$ cat config.mk
export PLATFORM = sky130hd
export DESIGN_NAME = cart_bus_arbiter_flat
export DESIGN_NICKNAME = d
export VERILOG_FILES = /design/src/rtl/cart_bus_arbiter_if.sv /design/src/rtl/cart_bus_arbiter.sv /design/src/flat_wrapper.sv
export SDC_FILE = /design/constraint.sdc
export NUM_CORES = 1
export LEC_CHECK = 0
export ABC_AREA = 1
export CAP_MARGIN = 20
export CORE_MARGIN = 1.5
export CORE_UTILIZATION = 46
export DETAILED_ROUTE_END_ITERATION = 10
export HOLD_SLACK_MARGIN = 0.08
export PLACE_DENSITY = 0.82
export SYNTH_ARGS = -nofsm -noshare
export SYNTH_HDL_FRONTEND = slang
export SYNTH_SLANG_ARGS = --single-unit
$ cat constraint.sdc
create_clock -name clk -period 1.9 [get_ports clk]
set_input_delay 0.38 -clock clk [delete_from_list [all_inputs] [get_ports clk]]
set_output_delay 0.38 -clock clk [all_outputs]
set_load 0.02 [all_outputs]
$ cat src/rtl/cart_bus_arbiter_if.sv
// Bundles the requester handshakes (core and debug) and the cartridge bus pins
// that cart_bus_arbiter owns.
// slave  : the arbiter side.
// master : the environment side (requesters, cartridge pins, halt control).
interface cart_bus_arbiter_if;
  // Requester-side control
  logic        halt;

  logic        core_req;
  logic        core_we;
  logic [15:0] core_addr;
  logic [7:0]  core_wdata;
  logic [7:0]  core_rdata;
  logic        core_ack;

  logic        dbg_req;
  logic        dbg_we;
  logic [15:0] dbg_addr;
  logic [7:0]  dbg_wdata;
  logic [7:0]  dbg_rdata;
  logic        dbg_ack;

  // Cartridge bus (strobes are active-high here; inverted at the pins)
  logic [15:0] bus_a;
  logic [7:0]  bus_dout;
  logic        bus_oe;
  logic [7:0]  bus_din;
  logic        bus_rd;
  logic        bus_wr;
  logic        bus_cs;
  logic        busy;

  modport slave (
    input  halt,
    input  core_req, core_we, core_addr, core_wdata,
    output core_rdata, core_ack,
    input  dbg_req, dbg_we, dbg_addr, dbg_wdata,
    output dbg_rdata, dbg_ack,
    output bus_a, bus_dout, bus_oe,
    input  bus_din,
    output bus_rd, bus_wr, bus_cs, busy
  );

  modport master (
    output halt,
    output core_req, core_we, core_addr, core_wdata,
    input  core_rdata, core_ack,
    output dbg_req, dbg_we, dbg_addr, dbg_wdata,
    input  dbg_rdata, dbg_ack,
    input  bus_a, bus_dout, bus_oe,
    output bus_din,
    input  bus_rd, bus_wr, bus_cs, busy
  );
endinterface

$ cat src/rtl/cart_bus_arbiter.sv
// Cartridge bus arbiter: shares the external cartridge bus between the Game Boy
// core and the debug peek/poke engine. Each grant runs a fixed-timing
// SETUP/STROBE/HOLD cycle followed by a one-cycle DONE that pulses the
// requester's ack. Round-robin on ties; halt blocks core grants only.
module cart_bus_arbiter #(
  parameter int SETUP_CYC  = 1,
  parameter int STROBE_CYC = 4,
  parameter int HOLD_CYC   = 1
) (
  input  logic              clk,
  input  logic              rst_n,
  cart_bus_arbiter_if.slave bus
);

  // Phase counter only needs to hold the longest phase length minus one.
  localparam int MAX_CYC = (SETUP_CYC > STROBE_CYC) ?
                           ((SETUP_CYC > HOLD_CYC) ? SETUP_CYC : HOLD_CYC) :
                           ((STROBE_CYC > HOLD_CYC) ? STROBE_CYC : HOLD_CYC);
  localparam int CNT_W   = (MAX_CYC > 1) ? $clog2(MAX_CYC) : 1;

  localparam logic [CNT_W-1:0] SETUP_LOAD  = CNT_W'(SETUP_CYC - 1);
  localparam logic [CNT_W-1:0] STROBE_LOAD = CNT_W'(STROBE_CYC - 1);
  localparam logic [CNT_W-1:0] HOLD_LOAD   = CNT_W'(HOLD_CYC - 1);

  typedef enum logic [2:0] {
    ST_IDLE   = 3'd0,
    ST_SETUP  = 3'd1,
    ST_STROBE = 3'd2,
    ST_HOLD   = 3'd3,
    ST_DONE   = 3'd4
  } state_t;

  state_t           state_q, state_d;
  logic [CNT_W-1:0] cnt_q, cnt_d;
  logic [15:0]      addr_q, addr_d;
  logic             we_q, we_d;
  logic [7:0]       wdata_q, wdata_d;
  logic             gnt_dbg_q, gnt_dbg_d;    // 1 = current transfer belongs to debug
  logic             last_dbg_q, last_dbg_d;  // 1 = debug was granted most recently
  logic [7:0]       cap_q, cap_d;            // byte sampled at the end of a read strobe
  logic [7:0]       core_rdata_q, core_rdata_d;
  logic [7:0]       dbg_rdata_q, dbg_rdata_d;

  // Arbitration inputs, only consulted in IDLE
  logic core_elig;
  logic dbg_elig;
  logic pick_dbg;

  // Bus-side outputs, decoded from the current state and latched request
  logic [15:0] bus_a_o;
  logic [7:0]  bus_dout_o;
  logic        bus_oe_o;
  logic        bus_rd_o;
  logic        bus_wr_o;
  logic        bus_cs_o;
  logic        core_ack_o;
  logic        dbg_ack_o;

  // Eligibility and round-robin tie-break: on a tie the side not granted last wins
  always_comb begin
    core_elig = bus.core_req & ~bus.halt;
    dbg_elig  = bus.dbg_req;
    pick_dbg  = dbg_elig & (~core_elig | ~last_dbg_q);
  end

  // State, phase counter, latched request and rdata registers
  always_ff @(posedge clk or negedge rst_n) begin
    if (!rst_n) begin
      state_q      <= ST_IDLE;
      cnt_q        <= '0;
      addr_q       <= '0;
      we_q         <= 1'b0;
      wdata_q      <= '0;
      gnt_dbg_q    <= 1'b0;
      last_dbg_q   <= 1'b1;
      cap_q        <= '0;
      core_rdata_q <= '0;
      dbg_rdata_q  <= '0;
    end else begin
      state_q      <= state_d;
      cnt_q        <= cnt_d;
      addr_q       <= addr_d;
      we_q         <= we_d;
      wdata_q      <= wdata_d;
      gnt_dbg_q    <= gnt_dbg_d;
      last_dbg_q   <= last_dbg_d;
      cap_q        <= cap_d;
      core_rdata_q <= core_rdata_d;
      dbg_rdata_q  <= dbg_rdata_d;
    end
  end

  // Next-state: grant in IDLE, time each phase with the down-counter
  always_comb begin
    state_d      = state_q;
    cnt_d        = cnt_q;
    addr_d       = addr_q;
    we_d         = we_q;
    wdata_d      = wdata_q;
    gnt_dbg_d    = gnt_dbg_q;
    last_dbg_d   = last_dbg_q;
    cap_d        = cap_q;
    core_rdata_d = core_rdata_q;
    dbg_rdata_d  = dbg_rdata_q;

    unique case (state_q)
      ST_IDLE: begin
        if (core_elig || dbg_elig) begin
          // Requester signals are captured here and never looked at again
          gnt_dbg_d  = pick_dbg;
          last_dbg_d = pick_dbg;
          addr_d     = pick_dbg ? bus.dbg_addr  : bus.core_addr;
          we_d       = pick_dbg ? bus.dbg_we    : bus.core_we;
          wdata_d    = pick_dbg ? bus.dbg_wdata : bus.core_wdata;
          cnt_d      = SETUP_LOAD;
          state_d    = ST_SETUP;
        end
      end

      ST_SETUP: begin
        if (cnt_q == '0) begin
          cnt_d   = STROBE_LOAD;
          state_d = ST_STROBE;
        end else begin
          cnt_d = cnt_q - CNT_W'(1);
        end
      end

      ST_STROBE: begin
        if (cnt_q == '0) begin
          // Read data is sampled on the edge that ends the strobe
          if (!we_q) begin
            cap_d = bus.bus_din;
          end
          cnt_d   = HOLD_LOAD;
          state_d = ST_HOLD;
        end else begin
          cnt_d = cnt_q - CNT_W'(1);
        end
      end

      ST_HOLD: begin
        if (cnt_q == '0) begin
          // Publish the captured byte to the owner so it is valid with ack
          if (!we_q) begin
            if (gnt_dbg_q) begin
              dbg_rdata_d = cap_q;
            end else begin
              core_rdata_d = cap_q;
            end
          end
          state_d = ST_DONE;
        end else begin
          cnt_d = cnt_q - CNT_W'(1);
        end
      end

      ST_DONE: begin
        // No arbitration here; IDLE always follows for at least one cycle
        state_d = ST_IDLE;
      end

      default: begin
        state_d = ST_IDLE;
      end
    endcase
  end

  // Bus drive and acks decoded from state so an async reset clears them at once
  always_comb begin
    bus_a_o    = '0;
    bus_dout_o = '0;
    bus_oe_o   = 1'b0;
    bus_rd_o   = 1'b0;
    bus_wr_o   = 1'b0;
    bus_cs_o   = 1'b0;
    core_ack_o = 1'b0;
    dbg_ack_o  = 1'b0;

    unique case (state_q)
      ST_SETUP, ST_HOLD: begin
        bus_a_o    = addr_q;
        bus_cs_o   = (addr_q[15:13] == 3'b101);
        bus_oe_o   = we_q;
        bus_dout_o = wdata_q;
      end

      ST_STROBE: begin
        bus_a_o    = addr_q;
        bus_cs_o   = (addr_q[15:13] == 3'b101);
        bus_oe_o   = we_q;
        bus_dout_o = wdata_q;
        bus_rd_o   = ~we_q;
        bus_wr_o   = we_q;
      end

      ST_DONE: begin
        core_ack_o = ~gnt_dbg_q;
        dbg_ack_o  = gnt_dbg_q;
      end

      default: begin
      end
    endcase
  end

  assign bus.bus_a      = bus_a_o;
  assign bus.bus_dout   = bus_dout_o;
  assign bus.bus_oe     = bus_oe_o;
  assign bus.bus_rd     = bus_rd_o;
  assign bus.bus_wr     = bus_wr_o;
  assign bus.bus_cs     = bus_cs_o;
  assign bus.busy       = (state_q != ST_IDLE);
  assign bus.core_ack   = core_ack_o;
  assign bus.dbg_ack    = dbg_ack_o;
  assign bus.core_rdata = core_rdata_q;
  assign bus.dbg_rdata  = dbg_rdata_q;

endmodule
$ cat src/flat_wrapper.sv
// flat-port wrapper written by rule: the top's interface ports become plain ports
module cart_bus_arbiter_flat 
#(
  parameter int SETUP_CYC  = 1,
  parameter int STROBE_CYC = 4,
  parameter int HOLD_CYC   = 1
)
  (clk, rst_n, bus_halt, bus_core_req, bus_core_we, bus_core_addr, bus_core_wdata, bus_core_rdata, bus_core_ack, bus_dbg_req, bus_dbg_we, bus_dbg_addr, bus_dbg_wdata, bus_dbg_rdata, bus_dbg_ack, bus_bus_a, bus_bus_dout, bus_bus_oe, bus_bus_din, bus_bus_rd, bus_bus_wr, bus_bus_cs, bus_busy);
  cart_bus_arbiter_if bus_i ();
  input  logic clk;
  input  logic rst_n;
  input wire logic [$bits(bus_i.halt)-1:0] bus_halt;
  input wire logic [$bits(bus_i.core_req)-1:0] bus_core_req;
  input wire logic [$bits(bus_i.core_we)-1:0] bus_core_we;
  input wire logic [$bits(bus_i.core_addr)-1:0] bus_core_addr;
  input wire logic [$bits(bus_i.core_wdata)-1:0] bus_core_wdata;
  output wire logic [$bits(bus_i.core_rdata)-1:0] bus_core_rdata;
  output wire logic [$bits(bus_i.core_ack)-1:0] bus_core_ack;
  input wire logic [$bits(bus_i.dbg_req)-1:0] bus_dbg_req;
  input wire logic [$bits(bus_i.dbg_we)-1:0] bus_dbg_we;
  input wire logic [$bits(bus_i.dbg_addr)-1:0] bus_dbg_addr;
  input wire logic [$bits(bus_i.dbg_wdata)-1:0] bus_dbg_wdata;
  output wire logic [$bits(bus_i.dbg_rdata)-1:0] bus_dbg_rdata;
  output wire logic [$bits(bus_i.dbg_ack)-1:0] bus_dbg_ack;
  output wire logic [$bits(bus_i.bus_a)-1:0] bus_bus_a;
  output wire logic [$bits(bus_i.bus_dout)-1:0] bus_bus_dout;
  output wire logic [$bits(bus_i.bus_oe)-1:0] bus_bus_oe;
  input wire logic [$bits(bus_i.bus_din)-1:0] bus_bus_din;
  output wire logic [$bits(bus_i.bus_rd)-1:0] bus_bus_rd;
  output wire logic [$bits(bus_i.bus_wr)-1:0] bus_bus_wr;
  output wire logic [$bits(bus_i.bus_cs)-1:0] bus_bus_cs;
  output wire logic [$bits(bus_i.busy)-1:0] bus_busy;
  assign bus_i.halt = bus_halt;
  assign bus_i.core_req = bus_core_req;
  assign bus_i.core_we = bus_core_we;
  assign bus_i.core_addr = bus_core_addr;
  assign bus_i.core_wdata = bus_core_wdata;
  assign bus_core_rdata = bus_i.core_rdata;
  assign bus_core_ack = bus_i.core_ack;
  assign bus_i.dbg_req = bus_dbg_req;
  assign bus_i.dbg_we = bus_dbg_we;
  assign bus_i.dbg_addr = bus_dbg_addr;
  assign bus_i.dbg_wdata = bus_dbg_wdata;
  assign bus_dbg_rdata = bus_i.dbg_rdata;
  assign bus_dbg_ack = bus_i.dbg_ack;
  assign bus_bus_a = bus_i.bus_a;
  assign bus_bus_dout = bus_i.bus_dout;
  assign bus_bus_oe = bus_i.bus_oe;
  assign bus_i.bus_din = bus_bus_din;
  assign bus_bus_rd = bus_i.bus_rd;
  assign bus_bus_wr = bus_i.bus_wr;
  assign bus_bus_cs = bus_i.bus_cs;
  assign bus_busy = bus_i.busy;
  cart_bus_arbiter #(.SETUP_CYC(SETUP_CYC), .STROBE_CYC(STROBE_CYC), .HOLD_CYC(HOLD_CYC)) u_core (.clk(clk), .rst_n(rst_n), .bus(bus_i));
endmodule
==> results of run 1 <==
-- power by group through the flow --
| stage | combinational, W | sequential, W | clock, W |
|---|---|---|---|
| 3_5_place_dp | 0.00441 | 0.00217 | 0 |
| 4_1_cts | 0.00419 | 0.00215 | 0.000685 |
| 2_1_floorplan | 0.00234 | 0.00234 | 0 |
| 3_3_place_gp | 0.00430 | 0.00213 | 0 |
| 5_1_grt | 0.00472 | 0.00222 | 0.000724 |
| 6_report | 0.00424 | 0.00215 | 0.000671 |
-- what timing repair did --
action | 4_1_cts | 5_1_grt
hold buffers | 1 | 0
endpoints found under the setup margin | 31 | 29
resized for setup | 45 | 61
gates cloned | 0 | 1
buffers inserted | 0 | 1
pin swaps | 0 | 2
endpoints found under the hold margin | 20 | 0
-- how the worst min path moves through the flow --
stage | to | slack [ns] | cells after the start
final | u_core.bus.core_rdata[3]$_DFFE_PN0P_ | 0.49 | 2
after global routing | u_core.bus.dbg_rdata[5]$_DFFE_PN0P_ | 0.51 | 2
after CTS | u_core.bus.dbg_rdata[2]$_DFFE_PN0P_ | 0.49 | 2
after detailed placement | u_core.wdata_q[2]$_DFFE_PN0P_ | 0.37 | 1
after global placement | u_core.addr_q[12]$_DFFE_PN0P_ | 0.36 | 1
after floorplan | u_core.addr_q[0]$_DFFE_PN0P_ | 0.08 | 0
-- flip-flops by register name, indices dropped and copies added (netlist names) --
register and cells:
u_core.bus.core_rdata 8, u_core.bus.dbg_rdata 8, u_core.cap_q 8, u_core.we_q 1, u_core.state_q 3, u_core.wdata_q 8, u_core.last_dbg_q 1, u_core.gnt_dbg_q 1
u_core.cnt_q 2, u_core.addr_q 16
-- kinds of logic (layout without fill, tap and decap cells) --
group	count (synthesis)	in the layout	synth area share [%]
flops	56	56	44.7
buf+inv	110	240	14.6
compound gates	22	22	5.70
simple gates	241	241	33.8
fa+ha+maj	3	3	1.20
-- layer usage --
metal  vias up  GRT usage (%)
li1       1535              -
met1      1345           28.7
met2        78           41.0
met3         8           4.14
met4         0           6.01
met5         -              0
-- placed cells by master (no fill, tap or decap), types with 2 or more instances in the layout --
cell / count
nor3_4: 2
nor2_1: 33
clkbuf_2: 25
clkdlybuf4s50_1: 77
ha_1: 3
dfrtp_1: 55
nand2_2: 5
inv_2: 3
buf_6: 2
nand2_1: 138
nor2_2: 3
o21ai_2: 16
clkbuf_8: 5
inv_1: 91
nand3_1: 54
o21ai_0: 3
buf_4: 24
buf_2: 4
-- metrics by stage --
| step | setup WS (ns) | TNS [ns] |
|---|---|---|
| floorplan | 0.145 | 0 |
| global placement | 0.0397 | 0 |
| detailed placement | -0.00201 | -0.00325 |
| CTS | -0.0610 | -1.03 |
| global route | -0.0161 | -0.0818 |
| finish | 0.0514 | 0 |
-- layout make-up --
type	instances	area, µm²	share of cell area (%)
Clock inverter	3	21.3	0.480
Sequential cell	56	1400	31.7
Inverter	95	359	8.11
Multi-Input combinational cell	266	1280	29.0
Clock buffer	5	68.8	1.55
Tap cell	77	96.3	2.17
Timing Repair Buffer	137	1200	27.0
-- critical path: cells and delay by family (launching register included) --
family                 cells  cell delay (ns)
flip-flops                 1             0.41
AND/OR/NAND/NOR            3             0.30
buffers and inverters      4             0.46
==> metrics.txt, run 1 <==
result of the run finished, violations left; violations in the final reports DRC; Critical Path End bus_bus_a[13]; post-route ant nets 0; power density normalized to cell area 1590 nW/µm²; Die W between 80 and 90 µm; overall power of the completed layout 0.00706 W; highest attainable clock frequency 541 MHz; leading post-synthesis cells by cell area dfrtp_1, nand2_1, inv_1; share of the clock period used by the worst path 97.3%; maximum cell stage delay along the critical path ~0.41 ns; FF-to-FF Start u_core.cnt_q[0]$_DFFE_PN0P_; yosys synthesis warning count 0; proportion of synthesized chip area in sequential cells 44.7%; metal3 WL 406 µm; crit path cell chain nor2_2 > inv_2 > nand2_4 > buf_6 > clkbuf_16 > nor2_1 > clkbuf_2; reported max-cap violation count 0; CTS Root Cell clkbuf_8; setup slack on the worst flop-to-flop path 0.25 ns; most instantiated flip-flop cell in the synthesis netlist dfrtp_1; starting utilization of the core area 48.6%; TritonCTS sink count 56; number of filler instances in the final layout 545; met1 wire length 3440 µm; Die Outline Area ~7300 µm²; total DRC errors in the routed layout 5; Die H between 80 and 90 µm; Netlist cell types 26; average wire per cell in the routed design between 10 and 15 µm; highest-delay cell along the critical path dfrtp_1; Clk pwr share 9.5%; hold path startpoint u_core.bus.core_rdata[3]$_DFFE_PN0P_; final weighted congestion in routability-driven placement 0.885; leakage between 2 and 2.5 nW; aggregate global-route resource usage 23.0%; amount of wire on met2 after detailed routing 3840 µm; CP Data Arrival Time 1.47 ns; number of top-level design ports 110; final core utilization 68.6%; RSZ-0062 raised after global routing true; total placed cells including tap cells ~630; cell type with the highest aggregate area in the netlist dfrtp_1; Port Buffer Count 109; nature of the critical path startpoint register; ANT cells 0; VDD IR-drop max 0.709 mV; TritonCTS clock tree done; Mapped Cells roughly 430; placed wire-length estimate 5950 µm; final cell count without fillers 639; Sw Share 46.1%; tightest hold margin roughly 0.5 ns; leading post-synthesis cells by instance count nand2_1, inv_1, dfrtp_1; core area around 6500 µm²; Int Power between 0.003 and 0.004 W; Net Switching about 0.0033 W; number of rows in the core area 29; fraction of final layout cells with drive strength greater than 1 between 10% and 20%; via count of the first global-routing pass 3084; number of antenna violations at the first check in global routing 0; minimum clock period after layout 1.85 ns; count of TritonRoute iterations in the first routing pass 7; routed wire length ~7800 µm; worst flop-to-flop path endpoint u_core.bus.core_rdata[2]$_DFFE_PN0P_; Vias about 3000; total gr overflow 0; CTS buffer count 5; Via-to-Cell Ratio 4.64; cell with the most instances after synthesis nand2_1; highest fanout seen on the critical path 6; Async S/R FF share, synth 100%; Gate power share 60.1%; worst slew margin relative to its limit 66.2%; nets in the synthesized netlist 498; post-synthesis instance area 3140 µm²; synthesized area per cell 7.27 µm²; area share of the largest cell type after synthesis 43.8%; number of synthesized register bits 56; Post-synth EDFFs 0; classification of the worst-slack hold path register to register; endpoint required time on the critical path roughly 1.5 ns; clock insertion delay at the later pin of the skew report 0.32 ns; Sequential Power Share a little under a third; logic depth of the worst register-to-register path 7; H-tree level count 2; cell area after placement approximately 4400 µm²; Setup CP Type register to output port; worst slew pin tran around 0.5 ns; highest layer used for signal routing met4; wire length of the first global-routing pass 13500 µm; Final Hold Fails 0; max-slew violation count 0; clock buffer depth 2; endpoints failing setup 0; design area 4430 µm²; category of the worst setup path capture point output port; drt initial violations about 120; post-route clock skew 0.00845 ns; Reg clk slew, reported paths 0.10 ns; beginning of the critical path u_core.state_q[1]$_DFFE_PN0P_; Syn-to-layout area delta 41.1%; pin count of the biggest net entering global routing 37; Post-layout nets 627
Note: power is estimated with default switching activity, not from simulation.
==> run 2, diff against run 1 <==
Settings changed: ABC_AREA 1 to 0, CORE_MARGIN 1.5 to not set, CORE_UTILIZATION 46 to 43, PLACE_DENSITY 0.82 to 0.81.
==> run 2 against run 1 <==
  * The flow now finishes without violations
  * Clock power is 3.1% higher
  * Clock-buffer cell count did not move
  * Utilization up 2.5 points
  * Die area is 10% lower
  * First-iteration DRC count shrank 18%
  * Final cell count decreased by 27%
  * Critical path type unchanged
  * Largest power group unchanged
==> metrics.txt, run 2 <==
number of filler instances in the final layout 449 (was 545); commonest cells after routing, fill and taps aside clkdlybuf4s50_1, nand2_1, dfrtp_1 (was nand2_1, inv_1, clkdlybuf4s50_1); worst slew pin tran 0.449 ns (was 0.507 ns); CTS buffer count 5 (unchanged); endpoints failing setup 0 (unchanged); Netlist cell types 36 (was 26); classification of the worst-slack hold path register to register (unchanged); post-route clock skew 0.00813 ns (was 0.00845 ns); VDD IR-drop max 1.31 mV (was 0.709 mV); combinational family with the most area after synthesis simple AND/OR/NAND/NOR gates (unchanged); placed wire-length estimate 5030 µm (was 5950 µm); number of top-level design ports 110 (unchanged); flip-flop count of the largest register, all copies and words added 16 (unchanged); area share of the largest cell type after synthesis 51.0% (was 43.8%); drt initial violations 99 (was 121); Post-Route Setup TNS 0 ns (unchanged); pin count of the biggest net entering global routing 31 (was 37); endpoint required time on the critical path 1.52 ns (about the same); highest attainable clock frequency 529 MHz (was 541 MHz); Post-layout nets 459 (was 627); leading post-synthesis cells by cell area dfrtp_1, mux2_2, nand2_1 (was dfrtp_1, nand2_1, inv_1); result of the run completed (was finished, violations left); H-tree level count 2 (unchanged); count of TritonRoute iterations in the first routing pass 4 (was 7); wire length of the first global-routing pass 11000 µm (was 13500 µm); total DRC errors in the routed layout 0 (was 5); Reg clk slew, reported paths 0.11 ns (was 0.10 ns); TritonCTS clock tree done (unchanged); RSZ-0062 raised after global routing true (unchanged); leakage 1.91 nW (was 2.48 nW); area share of and/or/nand/nor cells after synthesis 22.3% (was 33.8%); category of the worst setup path capture point output port (unchanged); clock buffer depth 2 (unchanged); nets in the synthesized netlist 332 (was 498); max-slew violation count 0 (unchanged); Async S/R FF share, synth 100% (unchanged); core area 5990 µm² (was 6460 µm²); via count of the first global-routing pass 2406 (was 3084); CP Data Arrival Time 1.51 ns (was 1.47 ns); proportion of synthesized area in mux cells 10.8% (was 0%); Sequential Power Share 28.8% (was 30.4%); Final Hold Fails 0 (unchanged); most frequent standard cell in the layout excluding fill and tap cells clkdlybuf4s50_1 (was nand2_1); total placed cells including tap cells 457 (was 628); Via-to-Cell Ratio 5.08 (was 4.64); starting utilization of the core area 45.1% (was 48.6%); most flop-heavy register u_core.addr_q (unchanged); ANT cells 0 (unchanged); Die H 81.2 µm (was 85.6 µm); Die W 81.2 µm (was 85.6 µm); Net Switching 0.00282 W (was 0.00326 W); leading post-synthesis cells by instance count dfrtp_1, nand2_1, nor2_1 (was nand2_1, inv_1, dfrtp_1); average wire per cell in the routed design 14.7 µm (was 12.2 µm); most instantiated flip-flop cell in the synthesis netlist dfrtp_1 (unchanged); yosys synthesis warning count 0 (unchanged); proportion of synthesized chip area in sequential cells 52.0% (was 44.7%); area share of xor/xnor cells in the synthesized design 0.325% (was 0%); routed wire length 6900 µm (was 7780 µm); Setup CP Type register to output port (unchanged); number of rows in the core area 28 (was 29); nature of the critical path startpoint register (unchanged); minimum clock period after layout 1.89 ns (was 1.85 ns); total gr overflow 0 (unchanged); post-route ant nets 0 (unchanged); Die Outline Area 6600 µm² (was 7330 µm²); reported max-cap violation count 0 (unchanged); number of synthesized register bits 56 (unchanged); Clk pwr share 9.6% (was 9.5%); cell type with the highest aggregate area in the netlist dfrtp_1 (unchanged); Sw Share 39.0% (was 46.1%); number of antenna violations at the first check in global routing 0 (unchanged); final weighted congestion in routability-driven placement 0.732 (was 0.885); final cell count without fillers 469 (was 639); Post-synth EDFFs 0 (unchanged); clock insertion delay at the later pin of the skew report 0.32 ns (about the same); share of the clock period used by the worst path 99.5% (was 97.3%); Syn-to-layout area delta 57.8% (was 41.1%); Mapped Cells 266 (was 432); fraction of final layout cells with drive strength greater than 1 30.7% (was 18.1%); final core utilization 71.1% (was 68.6%); synthesized area per cell 10.1 µm² (was 7.27 µm²); Port Buffer Count 109 (unchanged); Seq. cell area 1400 µm² (unchanged); Adder-Cell Fraction of Synth Area 1.39% (was 1.20%); overall power of the completed layout 0.00724 W (was 0.00706 W); share of the synthesized area in compound gates (AO/OA/AOI/OAI) 9.09% (was 5.70%); aggregate global-route resource usage 22.2% (was 23.0%); Vias 2384 (was 2966); highest fanout seen on the critical path 6 (unchanged); post-synthesis instance area 2700 µm² (was 3140 µm²); TritonCTS sink count 56 (unchanged); multi-input logic area 1260 µm² (was 1280 µm²); Gate power share 61.6% (was 60.1%); Int Power 0.00442 W (was 0.00380 W); CTS Root Cell clkbuf_8 (unchanged); worst slew margin relative to its limit 70.1% (was 66.2%); power density normalized to cell area 1700 nW/µm² (was 1590 nW/µm²)
==> run 2: changes by cell type after synthesis, sizes merged, moves of 4 or more <==
cell and delta:
o21ai -17, inv -90, nand3 -55, mux2 +26, clkbuf +4, and2 +25
nor2 -7, a31oi +26, nand2 -89
==> run 2: critical path: stages, from the launching register on <==
cell	delay [ns]
dfrtp_1	0.43
nor2_4	0.16
nor2_4	0.06
buf_6	0.12
buf_6	0.12
and2_1	0.16
buf_6	0.13
==> run 2: worst paths after layout <==
kind                                                startpoint                                  end  slack (ns)  depth (start not counted)
min in group asynchronous                                rst_n         u_core.addr_q[2]$_DFFE_PN0P_        0.54                          2
min                        u_core.bus.dbg_rdata[6]$_DFFE_PN0P_  u_core.bus.dbg_rdata[6]$_DFFE_PN0P_        0.52                          1
max                              u_core.state_q[1]$_DFFE_PN0P_                        bus_bus_a[14]        0.01                          6
max reg2reg                      u_core.state_q[2]$_DFFE_PN0P_        u_core.wdata_q[4]$_DFFE_PN0P_        0.10                          6
max in group asynchronous                                rst_n          u_core.cap_q[3]$_DFFE_PN0P_        0.86                          3
min reg2reg                u_core.bus.dbg_rdata[6]$_DFFE_PN0P_  u_core.bus.dbg_rdata[6]$_DFFE_PN0P_        0.52                          1
==> run 2: cells by family (layout without fill, tap and decap cells) <==
| group | after synthesis | after routing |
|---|---|---|
| DFF | 56 | 56 |
| xor gates and xnor gates | 1 | 1 |
| AOI/OAI and AO/OA | 37 | 37 |
| adders and majority gates | 3 | 3 |
| buffers and inverters | 21 | 149 |
| muxes | 26 | 26 |
| and+or+nand+nor | 122 | 122 |
==> run 2: area by class of cell <==
class,instances,area share [%]
clock buffer,5,1.62
clock inverter,3,0.617
inverter,5,0.441
multi-input combinational,189,29.7
sequential,56,32.9
tap,75,2.20
timing repair buffer,136,32.5
==> run 2: through the flow <==
step	hold slack [ns]	cell area, µm²	setup WS (ns)
5_1_grt	0.544	4260	-0.0546
2_1_floorplan	0.0844	2700	0.0182
3_3_place_gp	0.339	4020	-0.357
6_report	0.515	4260	0.00968
3_5_place_dp	0.351	4020	-0.320
4_1_cts	0.517	4130	-0.0141
==> run 2: power groups by stage <==
stage	Clock (W)	Combinational [W]	Sequential [W]
after floorplan	0	0.00210	0.00209
after global placement	0	0.00382	0.00204
after detailed placement	0	0.00389	0.00207
after CTS	0.000707	0.00397	0.00206
after global routing	0.000761	0.00480	0.00216
final	0.000692	0.00446	0.00209
==> run 2: what timing repair did <==
action                                  4_1_cts  5_1_grt
hold endpoints to repair                     15        0
gates resized for setup                     152       49
endpoints found under the setup margin       31       54
buffers inserted                              3        1
hold buffers                                  1        0
pin swaps                                     1       14
==> run 2: routing by layer <==
metal,vias to the layer above,routed length (µm),part of all wire (%),track usage (%)
met2,100,3460,50,36.6
li1,1147,-,-,-
met1,1125,2750,40,26.7
met4,0,93,1.3,6.25
met5,-,0,0,0
met3,12,596,8.6,8.88
